**config.mk**
```make
export PLATFORM = sky130hd
export DESIGN_NAME = ps2_mouse_tracker
export DESIGN_NICKNAME = d
export VERILOG_FILES = /design/src/rtl/ps2_pkg.sv /design/src/rtl/ps2_rx.sv /design/src/rtl/ps2_mouse_tracker.sv
export SDC_FILE = /design/constraint.sdc
export NUM_CORES = 1
export LEC_CHECK = 0
export BUFFER_PORTS_ARGS = -buffer_cell sky130_fd_sc_hd__buf_4
export CAP_MARGIN = 20
export CORE_MARGIN = 2
export CORE_UTILIZATION = 61
export CTS_CLUSTER_SIZE = 20
export DETAILED_ROUTE_END_ITERATION = 12
export HOLD_SLACK_MARGIN = 0.05
export PLACE_DENSITY = 0.83
export SYNTH_ARGS = -nofsm -noshare
export SYNTH_HDL_FRONTEND = slang
export SYNTH_SLANG_ARGS = --single-unit
```
**constraint.sdc**
```tcl
create_clock -name clk -period 3.1 [get_ports clk]
set_input_delay 0.155 -clock clk [delete_from_list [all_inputs] [get_ports clk]]
set_output_delay 0.155 -clock clk [all_outputs]
set_load 0.05 [all_outputs]
```
**src/rtl/ps2_pkg.sv**
```systemverilog
// ps2_pkg
// Shared types and constants for the PS/2 mouse tracker:
//   pkt_state_t   packet assembly states (B0 header, B1 dx, B2 dy)
//   hdr_t         the header-byte fields kept between bytes of a packet
//   FRAME_BITS    bits per PS/2 device frame
//   BTN_L..YOVF   bit positions inside the header byte
//   clamp12       saturates a signed 12-bit sum into 0..max
package ps2_pkg;

  typedef enum logic [1:0] {
    B0 = 2'd0,
    B1 = 2'd1,
    B2 = 2'd2
  } pkt_state_t;

  localparam int FRAME_BITS = 11;

  localparam int BTN_L = 0;
  localparam int BTN_R = 1;
  localparam int ALIGN = 3;
  localparam int XSIGN = 4;
  localparam int YSIGN = 5;
  localparam int XOVF  = 6;
  localparam int YOVF  = 7;

  typedef struct packed {
    logic yovf;
    logic xovf;
    logic ysign;
    logic xsign;
    logic btnr;
    logic btnl;
  } hdr_t;

  function automatic logic [11:0] clamp12(input logic signed [11:0] v,
                                          input logic        [11:0] mx);
    if (v < 12'sd0) return 12'd0;
    if (v > $signed(mx)) return mx;
    return v;
  endfunction

endpackage

```
**src/rtl/ps2_rx.sv**
```systemverilog
// ps2_rx
// PS/2 device-to-host frame receiver: 2-FF synchronisers on clock and data,
// a debounce on the clock line, a falling-edge bit shifter, and an idle
// timeout that discards partial frames.
//
// Ports:
//   clk        system clock
//   rst        synchronous active-high reset
//   ps2c/ps2d  raw asynchronous PS/2 clock and data
//   data       received byte, valid while strobe is high
//   strobe     one-cycle pulse per accepted frame
//   frame_err  one-cycle pulse for a frame rejected on parity/stop
//   timeout    one-cycle pulse when the line has been idle too long
//
// Build option: define PS2_PARITY_CHECK_EN to reject frames with bad odd
// parity or a zero stop bit; otherwise every complete frame is accepted.
module ps2_rx #(
  parameter int DEB_CYCLES     = 8,
  parameter int TIMEOUT_CYCLES = 50000
) (
  input  logic       clk,
  input  logic       rst,
  input  logic       ps2c,
  input  logic       ps2d,
  output logic [7:0] data,
  output logic       strobe,
  output logic       frame_err,
  output logic       timeout
);
  import ps2_pkg::*;

  localparam int DW = $clog2(DEB_CYCLES + 1);
  localparam int TW = $clog2(TIMEOUT_CYCLES + 1);
  localparam logic [DW-1:0] DEB_RELOAD  = DW'(DEB_CYCLES - 1);
  localparam logic [TW-1:0] IDLE_RELOAD = TW'(TIMEOUT_CYCLES);
  localparam logic [3:0]    LAST_BIT    = 4'(FRAME_BITS - 1);

  logic [1:0]    c_sync, d_sync;
  logic          c_deb, fall, d;
  logic [DW-1:0] deb_cnt;
  logic [TW-1:0] idle_cnt;
  logic [3:0]    bit_cnt;
  logic [7:0]    shreg;
  logic          frame_ok;

  assign d = d_sync[1];

  always_ff @(posedge clk) begin
    if (rst) begin
      c_sync <= 2'b11;
      d_sync <= 2'b11;
    end else begin
      c_sync <= {c_sync[0], ps2c};
      d_sync <= {d_sync[0], ps2d};
    end
  end

  // Debounce: the counter reloads while the synced level matches the
  // accepted level and runs down while it differs, so a new level is taken
  // only after DEB_CYCLES consecutive differing samples.
  always_ff @(posedge clk) begin
    if (rst) begin
      c_deb   <= 1'b1;
      deb_cnt <= DEB_RELOAD;
      fall    <= 1'b0;
    end else begin
      fall <= 1'b0;
      if (c_sync[1] == c_deb) begin
        deb_cnt <= DEB_RELOAD;
      end else if (deb_cnt == '0) begin
        c_deb   <= c_sync[1];
        deb_cnt <= DEB_RELOAD;
        fall    <= c_deb;
      end else begin
        deb_cnt <= deb_cnt - 1'b1;
      end
    end
  end

  // Idle down-counter: reloaded on every falling edge, terminal count of 1
  // yields exactly one timeout pulse per idle stretch.
  assign timeout = (idle_cnt == TW'(1)) && !fall;

  always_ff @(posedge clk) begin
    if (rst) begin
      idle_cnt <= IDLE_RELOAD;
    end else if (fall) begin
      idle_cnt <= IDLE_RELOAD;
    end else if (idle_cnt != '0) begin
      idle_cnt <= idle_cnt - 1'b1;
    end
  end

`ifdef PS2_PARITY_CHECK_EN
  logic par_bit;

  always_ff @(posedge clk) begin
    if (rst) begin
      par_bit <= 1'b0;
    end else if (fall && bit_cnt == 4'd9) begin
      par_bit <= d;
    end
  end

  // d is the stop bit at the moment frame_ok is consulted.
  assign frame_ok = (^{shreg, par_bit}) && d;
`else
  assign frame_ok = 1'b1;
`endif

  // bit_cnt: 0 idle/start, 1..8 data, 9 parity, 10 stop.
  always_ff @(posedge clk) begin
    if (rst) begin
      bit_cnt   <= 4'd0;
      shreg     <= 8'd0;
      data      <= 8'd0;
      strobe    <= 1'b0;
      frame_err <= 1'b0;
    end else begin
      strobe    <= 1'b0;
      frame_err <= 1'b0;
      if (fall) begin
        if (bit_cnt == 4'd0) begin
          if (!d) bit_cnt <= 4'd1;
        end else if (bit_cnt <= 4'd8) begin
          shreg   <= {d, shreg[7:1]};
          bit_cnt <= bit_cnt + 4'd1;
        end else if (bit_cnt < LAST_BIT) begin
          bit_cnt <= bit_cnt + 4'd1;
        end else begin
          bit_cnt <= 4'd0;
          if (frame_ok) begin
            data   <= shreg;
            strobe <= 1'b1;
          end else begin
            frame_err <= 1'b1;
          end
        end
      end else if (timeout) begin
        bit_cnt <= 4'd0;
      end
    end
  end

endmodule

```
**src/rtl/ps2_mouse_tracker.sv**
```systemverilog
// ps2_mouse_tracker
// Turns a raw PS/2 mouse stream into a clamped absolute crosshair position
// and button levels for the game top level.
//
// Ports:
//   clk        system clock (50 MHz)
//   rst        synchronous active-high reset
//   PS2C/PS2D  raw asynchronous PS/2 clock and data
//   x          absolute x, 0..X_MAX
//   y          absolute y, 0..Y_MAX, screen-down positive
//   btnl/btnr  button levels from the last applied packet
//   pkt_valid  one-cycle pulse on the cycle a packet is applied
//
// Build option: PS2_PARITY_CHECK_EN (see ps2_rx) makes a bad frame drop
// the packet in progress.
//
// Packet FSM:
//   state | meaning
//   B0    | waiting for a header byte with the alignment bit set
//   B1    | header held, waiting for the dx byte
//   B2    | dx held, waiting for the dy byte; its arrival commits
module ps2_mouse_tracker
  import ps2_pkg::*;
#(
  parameter int X_MAX          = 639,
  parameter int Y_MAX          = 255,
  parameter int X_INIT         = 320,
  parameter int Y_INIT         = 128,
  parameter int DEB_CYCLES     = 8,
  parameter int TIMEOUT_CYCLES = 50000
) (
  input  logic       clk,
  input  logic       rst,
  input  logic       PS2C,
  input  logic       PS2D,
  output logic [9:0] x,
  output logic [7:0] y,
  output logic       btnl,
  output logic       btnr,
  output logic       pkt_valid
);

  logic [7:0] data;
  logic       strobe, frame_err, timeout;

  ps2_rx #(
    .DEB_CYCLES    (DEB_CYCLES),
    .TIMEOUT_CYCLES(TIMEOUT_CYCLES)
  ) u_rx (
    .clk      (clk),
    .rst      (rst),
    .ps2c     (PS2C),
    .ps2d     (PS2D),
    .data     (data),
    .strobe   (strobe),
    .frame_err(frame_err),
    .timeout  (timeout)
  );

  pkt_state_t state, state_n;
  logic       cap_hdr, cap_dx, commit;
  hdr_t       hdr;
  logic [7:0] dxbyte;

  always_ff @(posedge clk) begin
    if (rst) state <= B0;
    else     state <= state_n;
  end

  always_comb begin
    state_n = state;
    cap_hdr = 1'b0;
    cap_dx  = 1'b0;
    commit  = 1'b0;
    if (frame_err || timeout) begin
      state_n = B0;
    end else if (strobe) begin
      case (state)
        B0: begin
          // Bytes without the alignment bit cannot be a header: drop them
          // so the stream re-locks onto the next real header.
          if (data[ALIGN]) begin
            cap_hdr = 1'b1;
            state_n = B1;
          end
        end
        B1: begin
          cap_dx  = 1'b1;
          state_n = B2;
        end
        B2: begin
          commit  = 1'b1;
          state_n = B0;
        end
        default: state_n = B0;
      endcase
    end
  end

  // Deltas are 9-bit two's complement; an overflowed axis contributes 0.
  // The dy byte is taken straight from the receiver on the commit cycle.
  logic        [8:0]  dx, dy;
  logic signed [11:0] x_sum, y_sum;

  always_comb begin
    dx    = hdr.xovf ? 9'd0 : {hdr.xsign, dxbyte};
    dy    = hdr.yovf ? 9'd0 : {hdr.ysign, data};
    x_sum = $signed({2'b00, x}) + $signed({{3{dx[8]}}, dx});
    y_sum = $signed({4'b0000, y}) - $signed({{3{dy[8]}}, dy});
  end

  always_ff @(posedge clk) begin
    if (rst) begin
      x         <= 10'(X_INIT);
      y         <= 8'(Y_INIT);
      btnl      <= 1'b0;
      btnr      <= 1'b0;
      pkt_valid <= 1'b0;
      hdr       <= '0;
      dxbyte    <= 8'd0;
    end else begin
      pkt_valid <= commit;
      if (cap_hdr) begin
        hdr <= '{yovf:  data[YOVF],  xovf:  data[XOVF],
                 ysign: data[YSIGN], xsign: data[XSIGN],
                 btnr:  data[BTN_R], btnl:  data[BTN_L]};
      end
      if (cap_dx) dxbyte <= data;
      if (commit) begin
        x    <= 10'(clamp12(x_sum, 12'(X_MAX)));
        y    <= 8'(clamp12(y_sum, 12'(Y_MAX)));
        btnl <= hdr.btnl;
        btnr <= hdr.btnr;
      end
    end
  end

endmodule

```
Word level (Yosys, flattened, before mapping). Cells that the tools add are included.

Bits in latches: 0. Bits of input ports: 4. Output and inout port bits: 21. Memories kept: 0. Memory bits (writable): 0. Bits in registers: 84. Memory bits (read-only): 0. Word-level logic and storage cells: 106.

Shift-type cells: 0. Bitwise logic cells: 6. Muxes and demuxes: 43. Magnitude comparators: 6. Reduce and logical (&&, ||, !) cells: 17. Divide/modulo/power cells: 0. $mul: 0. $add $sub $neg: 5. Eq/ne operators: 6.

Operator list (number): two-way mux 10 bit (4); two-way mux 8 bit (4); two-way mux 1 bit (25); two-way mux 4 bit (6); two-way mux 9 bit (2); == test 16 x 1 -> 1 bit (second input constant) (1); nonzero test 16 bit (1); subtractor 16 x 1 -> 16 bit (second input constant) (1); adder 11 x 9 -> 12 bit (1); > comparator 12 x 11 -> 1 bit (second input constant) (1); less-than comparator 12 x 1 -> 1 bit (second input constant) (1); > comparator 10 x 9 -> 1 bit (second input constant) (1); less-than comparator 10 x 1 -> 1 bit (second input constant) (1); subtractor 9 x 9 -> 10 bit (1); zero test 4 bit (2); inverter 1 bit (6); AND reduction 2 bit (3); OR reduction 3 bit (2); adder 4 x 1 -> 4 bit (second input constant) (1); less-or-equal comparator 4 bit (second input constant) (1); less-than comparator 4 bit (second input constant) (1); case mux 2 bit (2 select lines) (1); AND reduction 4 bit (1); OR reduction 2 bit (2); 13 further kinds (13).

Longest topological paths before layout.
Word-level depth: 11. Depth in mapped cells: 12. Mapped depth without buffers: 11.

Cells and area by module. From an unflattened synthesis, not the netlist that was laid out.

Cells, all modules: 531. Area, all modules: 4551.9 µm².

By module, submodules not included: ps2_mouse_tracker (cells an instance 300, area each 2468.6 µm², times used 1); ps2_rx (cells an instance 231, area each 2083.2 µm², times used 1).

Least setup slack after synthesis. OpenSTA, ideal clock, no wires.

Path type: flip-flop to flip-flop. Start point: reg x[0]. End point: reg x[8]. Arrival time: 2653 ps. Library setup time: 96 ps. Clock period less this slack: 2749 ps. Stages on the path, launching flop included: 11. Data required time: 3004 ps. Path slack: 351 ps. Cells stage by stage: dfxtp_1 ha_1 inv_1 fa_1 nor2b_1 o31a_1 o211ai_1 a21oi_1 xor2_2 o21ai_2 o41ai_2.

Longest elaborated chain between the ends: 8. Elaborated cells between the ends (all ways): 13.

Ends and longest elaborated chain: start, declared (line ps2_mouse_tracker.sv:36) `output logic [9:0] x,`; start signal, assigned (line ps2_mouse_tracker.sv:114) `x <= 10'(X_INIT);`; start signal, assigned (line ps2_mouse_tracker.sv:130) `x <= 10'(clamp12(x_sum, 12'(X_MAX)));`; adder 11 x 9 -> 12 bit * (line ps2_mouse_tracker.sv:108) `x_sum = $signed({2'b00, x}) + $signed({{3{dx[8]}}, dx});`; > comparator 12 x 11 -> 1 bit (line ps2_pkg.sv:38) `if (v > $signed(mx)) return mx;`; two-way mux 1 bit (2 in series) (line ps2_pkg.sv:38); two-way mux 1 bit (line ps2_mouse_tracker.sv:129) `if (commit) begin`; two-way mux 1 bit (line ps2_mouse_tracker.sv:113) `if (rst) begin`; two-way mux 10 bit (line ps2_pkg.sv:39) `return v;`; two-way mux 10 bit * (line ps2_pkg.sv:38).

Mark *: on every way between the ends. The rest lies on a longest branch, timed or not. The select of a mux whose other input is x is not followed. A chain may end at the register's enable or synchronous reset.

Worst setup path in the final report.
Start point: reg hdr[4] (netlist name). End point: reg x[8].

Longest elaborated chain between the ends: 9. Elaborated cells between the ends (all ways): 14.

Ends and longest elaborated chain: start, declared (line ps2_mouse_tracker.sv:62) `hdr_t hdr;`; start signal, assigned (line ps2_mouse_tracker.sv:124) `hdr <= '{yovf: data[YOVF], xovf: data[XOVF],`; two-way mux 9 bit * (line ps2_mouse_tracker.sv:106) `dx = hdr.xovf ? 9'd0 : {hdr.xsign, dxbyte};`; adder 11 x 9 -> 12 bit * (line ps2_mouse_tracker.sv:108); > comparator 12 x 11 -> 1 bit (line ps2_pkg.sv:38); two-way mux 1 bit (2 in series) (line ps2_pkg.sv:38); two-way mux 1 bit (line ps2_mouse_tracker.sv:129); two-way mux 1 bit (line ps2_mouse_tracker.sv:113); two-way mux 10 bit (line ps2_pkg.sv:39); two-way mux 10 bit * (line ps2_pkg.sv:38).

Marked as above.

==> flow_metrics.env <==
export IMPL_status="complete, no violations"
export IMPL_rows=30
export IMPL_initial_utilization=0.635
export IMPL_slew_limit_headroom=0.453
export IMPL_p_int_mw=1.58
export IMPL_vdd_ir_drop_worst_v=0.000298
export IMPL_cts_htree_levels=3
export IMPL_synth_nets=520
export IMPL_cp_required_ns=3.36
export IMPL_ys_seq_elements=84
export IMPL_die_area_um2=7810
export IMPL_yosysTopAreaCell="dfxtp_1"
export IMPL_gr_total_overflow=0
export IMPL_die_h_um=88.4
export IMPL_drt_total_wl_um=8890
export IMPL_grt_pass1_wl_um=14700
export IMPL_clk_path_buf_depth=2
export IMPL_insertion_delay_ns=0.36
export IMPL_fin_total_pwr_mw=2.03
export IMPL_wl_per_cell_um=14.4
export IMPL_drt_iter0_drc=192
export IMPL_cts_setup_buffers=0
export IMPL_clock_power_share=0.418
export IMPL_cts_tree="built"
export IMPL_n_antenna_cell=0
export IMPL_crit_top_cell="nor2b_1"
export IMPL_async_flop_share=0
export IMPL_drc=0
export IMPL_worst_pin_slew_ns=0.815
export IMPL_yosysUniqueCellTypes=57
export IMPL_crit_path_end_kind="flop"
export IMPL_synthToLayoutAreaGrowth_pct=11.8
export IMPL_fin_setup_tns_ns=0
export IMPL_p_sw_mw=0.451
export IMPL_ys_warn_count=0
export IMPL_skew_ns=0.0149
export IMPL_dp_hpwl_um=6430
export IMPL_cts_root_buffer="clkbuf_8"
export IMPL_crit_chain="nor2b_1, ha_1, inv_1, fa_1, nor2b_1, o31a_1, o211ai_1, a21oi_2, xor2_2, o21ai_2, o41ai_2"
export IMPL_p_seq_frac=0.545
export IMPL_cts_made_buffers=9
export IMPL_setup_viol=0
export IMPL_num_nets_final=546
export IMPL_drt_pass1_iter_count=5
export IMPL_cp_start_kind="flop"
export IMPL_netlist_area_um2=4340
export IMPL_period_needed_ns=2.84
export IMPL_synth_ff_type="dfxtp_1"
export IMPL_instances_no_fill=616
export IMPL_critPathMaxStageDelay_ns=0.38
export IMPL_p_comb_frac=0.037
export IMPL_viasPerCell=5.72
export IMPL_clk_pin_slew_ns=0.08
export IMPL_hold_viol_final=0
export IMPL_drive_gt1_frac=0.123
export IMPL_final_antenna_net_count=0
export IMPL_powerDensity_nw_per_um2=419
export IMPL_swShare=0.222
export IMPL_place_inst=598
export IMPL_core_area_um2=6830
export IMPL_gp_congestion=0.928
export IMPL_io_pins=25
export IMPL_worst_ep_arrival_time_ns=3.10
export IMPL_critPathMaxFanout=10
export IMPL_yosys_area_top_type_share=0.387
export IMPL_gr_usage_all_layers=0.242
export IMPL_die_w_um=88.4
export IMPL_final_cell_mix="dfxtp_1, nor2_1, nand2_1, a21oi_1, mux2i_1"
export IMPL_p_leak_nw=2.05
export IMPL_rsz0062_at_grt="false"
export IMPL_fmax_mhz=352
export IMPL_postSynthCellCount=489
export IMPL_hold_class="in2reg"
export IMPL_ys_seq_area_frac=0.387
export IMPL_via_count=3522
export IMPL_grt_max_degree=61
export IMPL_cp_slowest_cell="fa_1"
export IMPL_finalMaxSlewViolations=0
export IMPL_min_period_over_period=0.917
export IMPL_final_common_cell="dfxtp_1"
export IMPL_synth_area_leaders="dfxtp_1, ha_1, mux2i_1, nor2_1, a21oi_1"
export IMPL_cts_sinks=84
export IMPL_critical_path_class="reg2reg"
export IMPL_grt_pass1_vias=3259
export IMPL_cap_violations=0
export IMPL_port_buffers=24
export IMPL_fill_cells=538
export IMPL_antenna_found_initial=0
export IMPL_synth_avg_cell_area_um2=8.88
export IMPL_synth_edf_count=0
[power by group through the flow]
stage,Clock [mW],Combinational [mW],Sequential (mW)
floorplan,0,0.0578,1.13
global placement,0,0.0693,1.13
detailed placement,0,0.0719,1.13
CTS,0.859,0.0741,1.11
global route,0.913,0.0829,1.11
finish,0.849,0.0744,1.11
[stage by stage]
stage	setup slack [ns]	hold slack (ns)	instance area (um2)	utilization
after detailed placement	0.0800	0.342	4600	0.674
after global routing	0.0459	0.297	4850	0.710
after global placement	0.239	0.340	4600	0.674
after floorplan	0.351	0.259	4340	-
after CTS	0.0756	0.273	4840	0.708
final	0.258	0.272	4850	0.710
[cells by family (layout without fill, tap and decap cells)]
group / count (synthesis) / in the layout / share of synthesized area
fa+ha+maj: 27 / 27 / 0.0813
buf+inv: 32 / 63 / 0.0280
compound gates: 100 / 100 / 0.155
simple gates: 187 / 187 / 0.219
mux: 31 / 31 / 0.0718
flops: 84 / 84 / 0.387
xor+xnor: 28 / 28 / 0.0582
[worst paths after layout]
path                                        to  slack, ns  cells after the start                       start
hold reg to reg     u_rx.deb_cnt[0]$_SDFF_PP1_       0.40                      1  u_rx.deb_cnt[0]$_SDFF_PP1_
setup / recovery             x[8]$_SDFFE_PP1P_       0.26                     11         hdr[4]$_SDFFE_PP0P_
hold / removal    u_rx.bit_cnt[1]$_SDFFE_PP0P_       0.27                      2                         rst
setup reg to reg             x[8]$_SDFFE_PP1P_       0.26                     11         hdr[4]$_SDFFE_PP0P_
[cell usage after synthesis (all sizes together) (3+ instances only)]
library cell	number
and3	3
inv	20
nand3b	8
nand2	32
clkbuf	11
o21ai	26
or2	9
ha	25
dfxtp	84
nand2b	13
nand3	9
or3	5
a21oi	34
xor2	10
a211oi	4
or4	3
o21bai	4
nor2	69
o211ai	5
a22o	4
xnor2	18
a221o	3
nor2b	14
mux2i	30
nor3	10
nor3b	3
nor4	3
[registers in the layout, summed over array words and instances (netlist names), 4 cells and up]
register       cells
u_rx.data          8
hdr                6
dxbyte             8
y                  8
x                 10
u_rx.deb_cnt       4
u_rx.shreg         8
u_rx.idle_cnt     16
u_rx.bit_cnt       4
[critical path: cells and delay by family (launching register included)]
| family | cells | cell delay [ns] |
|---|---|---|
| AND/OR/NAND/NOR | 2 | 0.36 |
| adder cells (fa/ha/maj) | 2 | 0.61 |
| AO/OA/AOI/OAI | 5 | 1.12 |
| flip-flops | 1 | 0.37 |
| XOR/XNOR | 1 | 0.25 |
| buffers and inverters | 1 | 0.07 |
[cell type report]
type	count	area (um2)	share of cell area
inverter	20	75.1	0.0155
clock inverter	5	82.6	0.0170
multi-input combinational	373	2550	0.526
tap	96	120	0.0247
timing repair buffer	27	208	0.0428
clock buffer	11	131	0.0271
sequential	84	1680	0.347
[repair_timing]
| item | 4_1_cts | 5_1_grt |
|---|---|---|
| endpoints found under the hold margin | 2 | 0 |
| setup endpoints to repair | 0 | 9 |
| hold buffers | 2 | 0 |
| resized for setup | 0 | 4 |
[metal layers]
layer | routed length [um] | track usage | up-vias
li1 | - | - | 1767
met1 | 4090 | 0.304 | 1648
met2 | 4210 | 0.398 | 92
met3 | 437 | 0.0597 | 15
met4 | 159 | 0.0964 | 0
met5 | 0 | 0 | -
(Power assumes the default switching activity.)
